`config.mk`:
```
export PLATFORM = sky130hd
export DESIGN_NAME = trap_ctrl
export DESIGN_NICKNAME = d
export VERILOG_FILES = /design/src/rtl/riscv_pkg.sv /design/src/rtl/tartaruga_pkg.sv /design/src/rtl/trap_prio.sv /design/src/rtl/trap_ctrl.sv
export SDC_FILE = /design/constraint.sdc
export NUM_CORES = 1
export LEC_CHECK = 0
export ABC_AREA = 0
export CORE_AREA = 2 2 137 139
export DETAILED_ROUTE_END_ITERATION = 8
export DIE_AREA = 0 0 139 141
export GPL_TIMING_DRIVEN = 1
export PLACE_DENSITY_LB_ADDON = 0.2
export SLEW_MARGIN = 20
export SYNTH_ARGS = -nofsm -noshare
export SYNTH_HDL_FRONTEND = slang
export SYNTH_SLANG_ARGS = --single-unit
```
`constraint.sdc`:
```
create_clock -name clk_i -period 6.01 [get_ports clk_i]
set_input_delay 1.803 -clock clk_i [delete_from_list [all_inputs] [get_ports clk_i]]
set_output_delay 1.803 -clock clk_i [all_outputs]
set_load 0.03 [all_outputs]
```
`src/rtl/riscv_pkg.sv`:
```
// rtl/riscv_pkg.sv - RISC-V architectural types shared with the trap sequencer
package riscv_pkg;

  typedef logic [4:0] xcpt_code_t;

  localparam xcpt_code_t XCPT_INSTR_MISALIGNED = 5'd0;
  localparam xcpt_code_t XCPT_INSTR_FAULT      = 5'd1;
  localparam xcpt_code_t XCPT_ILLEGAL_INSTR    = 5'd2;
  localparam xcpt_code_t XCPT_BREAKPOINT       = 5'd3;
  localparam xcpt_code_t XCPT_LOAD_MISALIGNED  = 5'd4;
  localparam xcpt_code_t XCPT_LOAD_FAULT       = 5'd5;
  localparam xcpt_code_t XCPT_STORE_MISALIGNED = 5'd6;
  localparam xcpt_code_t XCPT_STORE_FAULT      = 5'd7;
  localparam xcpt_code_t XCPT_ECALL_M          = 5'd11;

endpackage

```
`src/rtl/tartaruga_pkg.sv`:
```
// rtl/tartaruga_pkg.sv - trap sequencer states, defaults and trap record type
package tartaruga_pkg;

  localparam logic [31:0] TRAP_VECTOR_DEFAULT = 32'h0000_0100;

  typedef enum logic [2:0] {
    ST_IDLE,
    ST_TRAP,
    ST_FLUSH,
    ST_REDIRECT,
    ST_MRET
  } trap_state_t;

  typedef struct packed {
    riscv_pkg::xcpt_code_t code;
    logic [31:0]           pc;
    logic [31:0]           tval;
  } trap_info_t;

endpackage

```
`src/rtl/trap_prio.sv`:
```
// rtl/trap_prio.sv - oldest-first (EX > ID > IF) exception select
module trap_prio
  import riscv_pkg::*;
  import tartaruga_pkg::*;
(
  input  logic        if_valid_i,
  input  xcpt_code_t  if_code_i,
  input  logic [31:0] if_pc_i,
  input  logic [31:0] if_tval_i,
  input  logic        id_valid_i,
  input  xcpt_code_t  id_code_i,
  input  logic [31:0] id_pc_i,
  input  logic [31:0] id_tval_i,
  input  logic        ex_valid_i,
  input  xcpt_code_t  ex_code_i,
  input  logic [31:0] ex_pc_i,
  input  logic [31:0] ex_tval_i,
  output logic        valid_o,
  output trap_info_t  info_o
);

  always_comb begin
    valid_o = 1'b0;
    info_o  = '0;
    if (ex_valid_i) begin
      valid_o = 1'b1;
      info_o  = '{code: ex_code_i, pc: ex_pc_i, tval: ex_tval_i};
    end else if (id_valid_i) begin
      valid_o = 1'b1;
      info_o  = '{code: id_code_i, pc: id_pc_i, tval: id_tval_i};
    end else if (if_valid_i) begin
      valid_o = 1'b1;
      info_o  = '{code: if_code_i, pc: if_pc_i, tval: if_tval_i};
    end
  end

endmodule

```
`src/rtl/trap_ctrl.sv`:
```
// rtl/trap_ctrl.sv - trap/mret sequencer driving CSR capture, flush and fetch redirect
module trap_ctrl
  import riscv_pkg::*;
  import tartaruga_pkg::*;
#(
  parameter logic [31:0] TRAP_VECTOR  = TRAP_VECTOR_DEFAULT,
  parameter int unsigned FLUSH_CYCLES = 2
) (
  input  logic        clk_i,
  input  logic        rst_i,
  input  logic        if_xcpt_i,
  input  logic        id_xcpt_i,
  input  logic        ex_xcpt_i,
  input  xcpt_code_t  if_xcpt_code_i,
  input  xcpt_code_t  id_xcpt_code_i,
  input  xcpt_code_t  ex_xcpt_code_i,
  input  logic [31:0] if_pc_i,
  input  logic [31:0] id_pc_i,
  input  logic [31:0] ex_pc_i,
  input  logic [31:0] if_tval_i,
  input  logic [31:0] id_tval_i,
  input  logic [31:0] ex_tval_i,
  input  logic        mret_i,
  input  logic [31:0] csr_mepc_i,
  input  logic        dec_csr_write_i,
  output logic        csr_write_o,
  output logic        xcpt_o,
  output xcpt_code_t  xcpt_code_o,
  output logic [31:0] xcpt_pc_o,
  output logic [31:0] xcpt_value_o,
  output logic        flush_o,
  output logic        stall_o,
  output logic        redirect_valid_o,
  output logic [31:0] redirect_pc_o,
  output logic        busy_o
);

  localparam int unsigned CNT_W = $clog2(FLUSH_CYCLES + 1);
  typedef logic [CNT_W-1:0] cnt_t;

  trap_state_t state_q;
  cnt_t        cnt_q;
  trap_info_t  info_q;
  logic        xcpt_q;
  logic        flush_q;
  logic        stall_q;
  logic        redir_q;
  logic [31:0] redir_pc_q;
  logic        busy_q;

  logic        prio_valid;
  trap_info_t  prio_info;
  logic        is_idle;
  logic        take_mret;
  logic        take_xcpt;

  trap_prio u_trap_prio (
    .if_valid_i (if_xcpt_i),
    .if_code_i  (if_xcpt_code_i),
    .if_pc_i    (if_pc_i),
    .if_tval_i  (if_tval_i),
    .id_valid_i (id_xcpt_i),
    .id_code_i  (id_xcpt_code_i),
    .id_pc_i    (id_pc_i),
    .id_tval_i  (id_tval_i),
    .ex_valid_i (ex_xcpt_i),
    .ex_code_i  (ex_xcpt_code_i),
    .ex_pc_i    (ex_pc_i),
    .ex_tval_i  (ex_tval_i),
    .valid_o    (prio_valid),
    .info_o     (prio_info)
  );

  // mret sits between EX and the younger stages in the age order.
  assign is_idle   = (state_q == ST_IDLE);
  assign take_mret = is_idle && mret_i && !ex_xcpt_i;
  assign take_xcpt = is_idle && prio_valid && !take_mret;

  assign csr_write_o = dec_csr_write_i && is_idle && !(prio_valid || mret_i);

  // Outputs are registered from the state being entered, so they line up with it.
  always_ff @(posedge clk_i) begin
    if (rst_i) begin
      state_q    <= ST_IDLE;
      cnt_q      <= '0;
      info_q     <= '0;
      xcpt_q     <= 1'b0;
      flush_q    <= 1'b0;
      stall_q    <= 1'b0;
      redir_q    <= 1'b0;
      redir_pc_q <= '0;
      busy_q     <= 1'b0;
    end else begin
      xcpt_q     <= 1'b0;
      flush_q    <= 1'b0;
      stall_q    <= 1'b0;
      redir_q    <= 1'b0;
      redir_pc_q <= '0;
      busy_q     <= 1'b1;
      unique case (state_q)
        ST_IDLE: begin
          busy_q <= 1'b0;
          if (take_mret) begin
            state_q    <= ST_MRET;
            flush_q    <= 1'b1;
            redir_q    <= 1'b1;
            redir_pc_q <= csr_mepc_i;
            busy_q     <= 1'b1;
          end else if (take_xcpt) begin
            state_q <= ST_TRAP;
            info_q  <= prio_info;
            xcpt_q  <= 1'b1;
            flush_q <= 1'b1;
            stall_q <= 1'b1;
            busy_q  <= 1'b1;
          end
        end
        ST_TRAP: begin
          state_q <= ST_FLUSH;
          cnt_q   <= cnt_t'(FLUSH_CYCLES);
          flush_q <= 1'b1;
          stall_q <= 1'b1;
        end
        ST_FLUSH: begin
          cnt_q   <= (cnt_q != '0) ? cnt_q - cnt_t'(1) : cnt_q;
          stall_q <= 1'b1;
          if (cnt_q == cnt_t'(1)) begin
            state_q    <= ST_REDIRECT;
            redir_q    <= 1'b1;
            redir_pc_q <= TRAP_VECTOR;
          end else begin
            flush_q <= 1'b1;
          end
        end
        ST_REDIRECT: begin
          state_q <= ST_IDLE;
          busy_q  <= 1'b0;
        end
        ST_MRET: begin
          state_q <= ST_IDLE;
          busy_q  <= 1'b0;
        end
        default: begin
          state_q <= ST_IDLE;
          busy_q  <= 1'b0;
        end
      endcase
    end
  end

  assign xcpt_o           = xcpt_q;
  assign xcpt_code_o      = info_q.code;
  assign xcpt_pc_o        = info_q.pc;
  assign xcpt_value_o     = info_q.tval;
  assign flush_o          = flush_q;
  assign stall_o          = stall_q;
  assign redirect_valid_o = redir_q;
  assign redirect_pc_o    = redir_pc_q;
  assign busy_o           = busy_q;

endmodule

```
==> out/results.ini, run 1 <==
[outcome]
status=completed

[finish]
area_delta_synth_final_pct=67.10
antenna_cells=0
layout-drive-gt1-share=0.1817
nFillCells=1719
fin_nets=1151
fin_cells=1142

[clock_tree]
cts_resized=0
cts_buffers=9
insertion_delay_ns=0.36
clockBufferDepth=2
post_cts_buffers=0
cts_root_buf=clkbuf_16
cts.sinks=111
cts_hold_buf=0
htreeDepth=3
cts_tree=done
cts.clk_slew.worst_paths_ns=0.08

[critical_path]
worstSetupPathType=primary input to primary output
crit_family=buffers and inverters
worstPathMaxFanout=4
cp_slowest_stage_delay_ns=0.69
crit_path_start=if_xcpt_i
crit_top_cell=clkdlybuf4s50_1
crit_path_top_delay_cell=clkdlybuf4s50_1
path_cells=clkdlybuf4s50_1 -> nor4_2 -> and3_1 -> clkdlybuf4s50_1
cp_data_required_time_ns=4.21
cp-end-kind=primary output
arrival_ns=3.71
reg2reg_from=state_q[0]
rr_endpoint=redirect_pc_o[1]
crit_buf_inv=2
r2r_setup_slack_ns=4.08
start_kind=primary input
r2r_cells=3

[floorplan]
dieWidth_um=139
row_count=50
num_io_pins=353
start_util=0.3082
die_h_um=141
die-area_um2=19600
core-area_um2=18270

[power]
internal_power_uw=1491
finalPower_uw=2263
switchingPower_uw=772.4
power_frac_comb=0.352
p_seq_frac=0.377
switching_share=0.3412
pwr-share-clk=0.271
total_leakage_power_uw=0.003577
cellPowerDensity_nw_per_um2=240.6
peakVddDrop_mv=0.1311

[sta]
whs_ns=0.4536
period_share=0.9166
rsz0062_at_grt=no
finalCriticalPeriod_ns=5.509
finalSetupTns_ns=0
hold_viol=0
slew_violations=0
fmax_ghz=0.1815
slew_headroom=0.3857
setup_viol=0
tightest_slew_ns=0.9205
fin_skew_ns=0.01115

[grt]
grt_overflow=0
grt_max_degree=104
grt_pass1_wl_um=29130
grt_pass1_vias=5266
track_usage=0.1871
antenna_found_initial=1

[logic_synthesis]
synth_edf_count=0
synth_most_common_cell=dfxtp_1
synth_flop_cell=dfxtp_1
synth_area_um2=5629
yosys-top-cells-count=111 x dfxtp_1, 74 x inv_1, 71 x a211o_1, 69 x a21oi_2, 69 x a221oi_1
synth_top_area_share=0.3948
synth_top_area_cell=dfxtp_1
yosysWarningCount=0
synth.avg_cell_area_um2=9.477
synth_async_sr_flop_share=0
synth_seq_cells=111
synth_nets=842
synthCells=594
synth_cell_types=32
synth_area_leaders=dfxtp_1 39%, a211o_1 11%, a21oi_2 11%
ys_seq_area_frac=0.3948

[route]
drt_first_pass_iters=4
drtIter0Drc=282
vias=5465
drt-vias-per-instance=4.785
avgRoutedWirePerCell_um=16.61
drt-total-wl_um=18970
ant_nets=0
drc=0

[place]
hpwlAfterDp_um=13810
dp_cells=1126
io_buffer_count=352
place.gp.congestion=0.7647

[min_path]
min_to=xcpt_value_o[30]
hp-start=xcpt_value_o[30]
hp-class=register to register
hold-path-cell-count=2

[flow_run]
maxCapViolCount=0

==> flip-flops by register name, summed over array words and instances (netlist names) <==
signal and cells:
redirect_pc_o 32, stall_o 1, state_q 3, xcpt_code_o 5
cnt_q 2, redirect_valid_o 1, busy_o 1, flush_o 1
xcpt_value_o 32, xcpt_pc_o 32, xcpt_o 1
==> cell type report <==
| cell class | instances | area [µm²] | area share |
|---|---|---|---|
| Sequential cell | 111 | 2222 | 0.2362 |
| Inverter | 74 | 277.8 | 0.02953 |
| Multi-Input combinational cell | 348 | 2711 | 0.2882 |
| Clock buffer | 9 | 225.2 | 0.02394 |
| Tap cell | 234 | 292.8 | 0.03113 |
| Clock inverter | 7 | 86.33 | 0.009178 |
| Timing Repair Buffer | 359 | 3591 | 0.3818 |
==> kinds of logic (layout without fill, tap and decap cells) <==
group | Yosys count | in the layout | share of synthesized area
buffers and inverters | 135 | 449 | 0.1262
XOR/XNOR | 1 | 1 | 0.001556
flip-flops | 111 | 111 | 0.3948
AO/OA/AOI/OAI | 224 | 224 | 0.3412
AND/OR/NAND/NOR | 121 | 121 | 0.1318
adder cells (fa/ha/maj) | 2 | 2 | 0.004445
==> placed cells by master, fill, tap and decap left out, types with 5 or more instances in the layout <==
cell type | synthesis | layout
and2_1 | 31 | 31
a21oi_2 | 69 | 69
nor2_1 | 7 | 7
dfxtp_1 | 111 | 111
a211o_1 | 71 | 71
nand2_1 | 5 | 5
buf_4 | 2 | 7
clkbuf_16 | 0 | 9
nand2_2 | 65 | 65
clkdlybuf4s50_1 | 0 | 349
inv_1 | 74 | 74
a21oi_1 | 8 | 8
a221oi_1 | 69 | 69
==> how the worst max path moves through the flow <==
| stage | endpoint | slack [ns] | depth (start not counted) |
|---|---|---|---|
| floorplan | csr_write_o | 1.37 | 4 |
| global placement | csr_write_o | 0.53 | 4 |
| detailed placement | csr_write_o | 0.49 | 4 |
| CTS | csr_write_o | 0.48 | 4 |
| global route | csr_write_o | 0.44 | 4 |
| finish | csr_write_o | 0.50 | 4 |
==> worst reg2reg max path: cells and delay by family, from the launching register on <==
kind	cells	cell delay, ns
and+or+nand+nor	3	1.44
DFF	1	0.44
==> power groups by stage <==
stage / clock network [µW] / logic, µW / registers, µW
4_1_cts: 644 / 807 / 853
3_3_place_gp: 0 / 804 / 867
6_report: 614 / 797 / 852
2_1_floorplan: 0 / 367 / 996
3_5_place_dp: 0 / 803 / 870
5_1_grt: 675 / 851 / 862
==> routing by layer <==
| metal | vias to the layer above | routed length (µm) | track usage |
|---|---|---|---|
| li1 | 2729 | - | - |
| met1 | 2485 | 7937 | 0.2276 |
| met2 | 232 | 8965 | 0.3096 |
| met3 | 17 | 1794 | 0.07609 |
| met4 | 2 | 253 | 0.04678 |
| met5 | - | 13 | 0 |
==> per-stage QoR <==
step | cell area (µm²) | setup slack (ns) | utilization
2_1_floorplan | 5629 | 1.369 | -
3_3_place_gp | 9095 | 0.5253 | 0.4979
3_5_place_dp | 9095 | 0.4943 | 0.4979
4_1_cts | 9407 | 0.4811 | 0.5149
5_1_grt | 9407 | 0.4369 | 0.5149
6_report | 9407 | 0.5012 | 0.5149
Power figures use the tool's default switching activity.
==> run 2, diff against run 1 <==
CORE_AREA = 2 2 135 137   (was 2 2 137 139)
CTS_BUF_LIST = sky130_fd_sc_hd__clkbuf_4 sky130_fd_sc_hd__clkbuf_8   (was not set)
DIE_AREA = 0 0 137 139   (was 0 0 139 141)
PLACE_DENSITY = 0.7   (was not set)
PLACE_DENSITY_LB_ADDON = not set   (was 0.2)
==> run 2 against run 1 <==
Compared with the run above: die area decreased by 2.8%; combinational power grew 0.9%; register-to-register slack got worse by 0.02 ns; sequential cell count unchanged; clock power shrank 22%; critical endpoint unchanged; first-iteration DRC count decreased by 56%; critical path depth unchanged; total power is 5.7% lower; maximum frequency decreased by 0.40%; clock skew is 0.013 ns higher.
==> out/results.ini, run 2 (synthesis gave the netlist of run 1 again) <==
[sta]
period_share=0.9203
finalSetupTns_ns=0
rsz0062_at_grt=no
finalCriticalPeriod_ns=5.531
slew_headroom=0.3803
fin_ws_ns=0.4791
slew_violations=0
fin_skew_ns=0.02462
setup_viol=0
tightest_slew_ns=0.9285
hold_viol=0
fmax_ghz=0.1808

[clock_tree]
insertion_delay_ns=0.40
cts_root_buf=clkbuf_8
post_cts_buffers=0
cts.sinks=111
cts_hold_buf=0
cts_resized=0
cts_buffers=9
clockBufferDepth=2
cts_tree=done
cts.clk_slew.worst_paths_ns=0.12
htreeDepth=3

[finish]
nFillCells=1695
fin_area_um2=9309
multiInputGateArea_um2=2711
final-seq-area_um2=2222
fin_nets=1152
layout_commonest_cell=clkdlybuf4s50_1
antenna_cells=0
final_cell_mix=349 x clkdlybuf4s50_1, 111 x dfxtp_1, 74 x inv_1
area_delta_synth_final_pct=65.37
layout-drive-gt1-share=0.1826

[floorplan]
die-area_um2=19040
die_h_um=139
row_count=49
dieWidth_um=137
core-area_um2=17660
start_util=0.3188
num_io_pins=353

[route]
vias=5454
avgRoutedWirePerCell_um=16.69
drt-total-wl_um=19000
drt_first_pass_iters=4
ant_nets=0
drt-vias-per-instance=4.793
drc=0
drtIter0Drc=124

[critical_path]
cp_data_required_time_ns=4.21
worstSetupPathType=primary input to primary output
r2r_setup_slack_ns=4.06
arrival_ns=3.73
worstPathMaxFanout=4
start_kind=primary input
cp_slowest_stage_delay_ns=0.68
cp-end-kind=primary output
crit_path_top_delay_cell=clkdlybuf4s50_1
rr_endpoint=redirect_pc_o[2]
crit_top_cell=clkdlybuf4s50_1
reg2reg_from=state_q[0]
path_cells=clkdlybuf4s50_1 -> nor4_2 -> and3_1 -> clkdlybuf4s50_1
r2r_cells=3

[power]
peakVddDrop_mv=0.1235
cellPowerDensity_nw_per_um2=229.3
total_leakage_power_uw=0.003539

[grt]
grt_pass1_vias=5221
grt_pass1_wl_um=28130
grt_overflow=0
antenna_found_initial=0
grt_max_degree=84
track_usage=0.1886

[place]
placed_cell_area_um2=9096
hpwlAfterDp_um=13990
io_buffer_count=352
pre_cts_ws_ns=0.4899
place.gp.congestion=0.7547

[outcome]
status=completed

[min_path]
hp-class=register to register
hold-path-cell-count=2
min_to=xcpt_value_o[23]
hp-start=xcpt_value_o[23]

[flow_run]
maxCapViolCount=0

-- run 2: worst max-delay path: cells and delay by family --
kind / cells / cell delay [ns]
buf+inv: 2 / 1.16
simple gates: 2 / 0.75
-- run 2: layer usage --
metal	track usage	vias to the layer above	routed length, µm
met3	0.06177	17	1939
met1	0.2189	2484	7564
met2	0.3252	228	9188
li1	-	2725	-
met5	0	-	0
met4	0.05914	0	303
-- run 2: layout make-up --
cell class,count,area share
repair buffers,360,0.3866
multi-input cells,348,0.2913
flip-flops and latches,111,0.2387
well taps,229,0.03078
inverters,74,0.02984
clock buffers,9,0.01331
clock inverters,7,0.009543
-- run 2: per-stage QoR --
step                hold WS, ns  std cells  utilization  power (µW)
CTS                      0.4611       1138       0.5272        2170
floorplan                0.4841        594            -        1363
global placement         0.4405       1122       0.5152        1673
finish                   0.4574       1138       0.5272        2135
global route             0.4733       1138       0.5272        2247
detailed placement       0.4426       1122       0.5152        1679
-- run 2: where the power goes --
group / leakage, µW / internal [µW] / switching (µW) / total, µW
clock: 0.000107 / 173 / 307 / 480
combinational: 0.00252 / 390 / 413 / 804
sequential: 0.000910 / 807 / 44.9 / 851
total: 0.00354 / 1370 / 766 / 2130
-- run 2: worst max path at each step --
stage	from	to	slack, ns
finish	if_xcpt_i	csr_write_o	0.48
detailed placement	if_xcpt_i	csr_write_o	0.49
floorplan	id_xcpt_i	csr_write_o	1.37
global placement	if_xcpt_i	csr_write_o	0.54
CTS	if_xcpt_i	csr_write_o	0.48
global route	if_xcpt_i	csr_write_o	0.39
==> run 3, diff against run 2 <==
CELL_PAD_IN_SITES_DETAIL_PLACEMENT = 0   (was not set)
CELL_PAD_IN_SITES_GLOBAL_PLACEMENT = 1   (was not set)
CORE_AREA = not set   (was 2 2 135 137)
CORE_MARGIN = 2   (was not set)
CORE_UTILIZATION = 27   (was not set)
DIE_AREA = not set   (was 0 0 137 139)
PLACE_DENSITY = 0.81   (was 0.7)
clock period = 5.8 ns   (was 6.01 ns; I/O delays follow)
==> run 3 against run 2 <==
Compared with the run above: final cell count grew 3.9%; largest power group unchanged; utilization shrank 6.6 points; critical path depth is the same; count of clock-buffer cells in the layout is the same; final area grew 0.98%; die area grew 16%; highest routed layer is now met5.
==> out/results.ini, run 3 (synthesis gave the netlist of run 1 again) <==
[outcome]
status=completed

[flow_run]
maxCapViolCount=0

[critical_path]
arrival_ns=3.59
worstPathMaxFanout=4
cp-end-kind=primary output
worstSetupPathType=primary input to primary output
cp_data_required_time_ns=4.06
start_kind=primary input
r2r_setup_slack_ns=3.86
r2r_cells=3

[clock_tree]
cts_hold_buf=0
cts.sinks=111
post_cts_buffers=0
cts_root_buf=clkbuf_8
cts_resized=0
clockBufferDepth=2
cts_tree=done
cts_buffers=9
htreeDepth=3
insertion_delay_ns=0.40
cts.clk_slew.worst_paths_ns=0.11

[floorplan]
num_io_pins=353
dieWidth_um=148.4
row_count=52
start_util=0.2764
die_h_um=148.4
core-area_um2=20360
die-area_um2=22020

[finish]
nFillCells=1992
area_delta_synth_final_pct=66.99
antenna_cells=0
layout-drive-gt1-share=0.1853
multiInputGateArea_um2=2711
fin_area_um2=9400
final_util=0.4616
fin_nets=1155
final_cell_mix=349 x clkdlybuf4s50_1, 111 x dfxtp_1, 74 x inv_1
layout_commonest_cell=clkdlybuf4s50_1
final-seq-area_um2=2222

[place]
io_buffer_count=352
hpwlAfterDp_um=14210
place.gp.congestion=0.7296
placed_cell_area_um2=9183

[power]
switchingPower_uw=803.9
finalPower_uw=2233
p_seq_frac=0.396
power_frac_comb=0.375
switching_share=0.3600
pwr-share-clk=0.229
total_leakage_power_uw=0.003558
cellPowerDensity_nw_per_um2=237.5
internal_power_uw=1429
peakVddDrop_mv=0.1305

[route]
ant_nets=0
avgRoutedWirePerCell_um=16.16
drc=0
vias=5438
drt-vias-per-instance=4.601
drt-total-wl_um=19100
drt_first_pass_iters=4
drtIter0Drc=199

[sta]
rsz0062_at_grt=no
period_share=0.9182
tightest_slew_ns=0.8885
finalSetupTns_ns=0
slew_violations=0
hold_viol=0
slew_headroom=0.4071
fmax_ghz=0.1878
fin_skew_ns=0.01495
setup_viol=0
finalCriticalPeriod_ns=5.326

[min_path]
hold-path-cell-count=2
hp-class=register to register

[grt]
track_usage=0.1658
grt_pass1_wl_um=28990
grt_overflow=0
grt_pass1_vias=5284
grt_max_degree=75
antenna_found_initial=1

run 3: changes by cell type in the layout (fill, tap and decap cells not counted):
cell / previous run / this run
buf_12: 2 / 3
inv_8: 2 / 1
buf_4: 8 / 10
inv_12: 1 / 3
clkinv_8: 2 / 1
run 3: final timing paths:
kind	start	to
worst max-delay path	if_xcpt_i	csr_write_o
worst min-delay path	xcpt_value_o[6]	xcpt_value_o[6]
worst max register to register	state_q[0]	redirect_pc_o[0]
worst min register to register	xcpt_value_o[6]	xcpt_value_o[6]
run 3: layout make-up:
cell class                 instances  area share
clock buffer                       9     0.01318
inverter                          74     0.02955
sequential                       111      0.2364
timing repair buffer             363      0.3865
tap                              270     0.03594
multi-input combinational        348      0.2884
clock inverter                     7    0.009983
run 3: worst max-delay path, cell delays in order:
cell and delay, ns:
clkdlybuf4s50_1 0.46, nor4_2 0.46, and3_1 0.25, clkdlybuf4s50_1 0.67
run 3: power by group through the flow:
stage               combinational, µW  clock (µW)  sequential (µW)
finish                            837         511              885
global route                      898         571              895
CTS                               848         544              886
detailed placement                845           0              903
global placement                  844           0              899
floorplan                         380           0             1030
run 3: routing by layer:
| layer | track usage | wire, µm |
|---|---|---|
| met2 | 0.2743 | 8873 |
| met5 | 0 | 13 |
| met1 | 0.1990 | 7874 |
| met4 | 0.04619 | 255 |
| met3 | 0.06748 | 2083 |
run 3: metrics by stage:
stage	hold slack (ns)	cells	setup slack, ns
floorplan	0.4841	594	1.285
global placement	0.4400	1166	0.4986
detailed placement	0.4439	1166	0.4985
CTS	0.4634	1182	0.4865
global route	0.4750	1182	0.3642
finish	0.4583	1182	0.4742
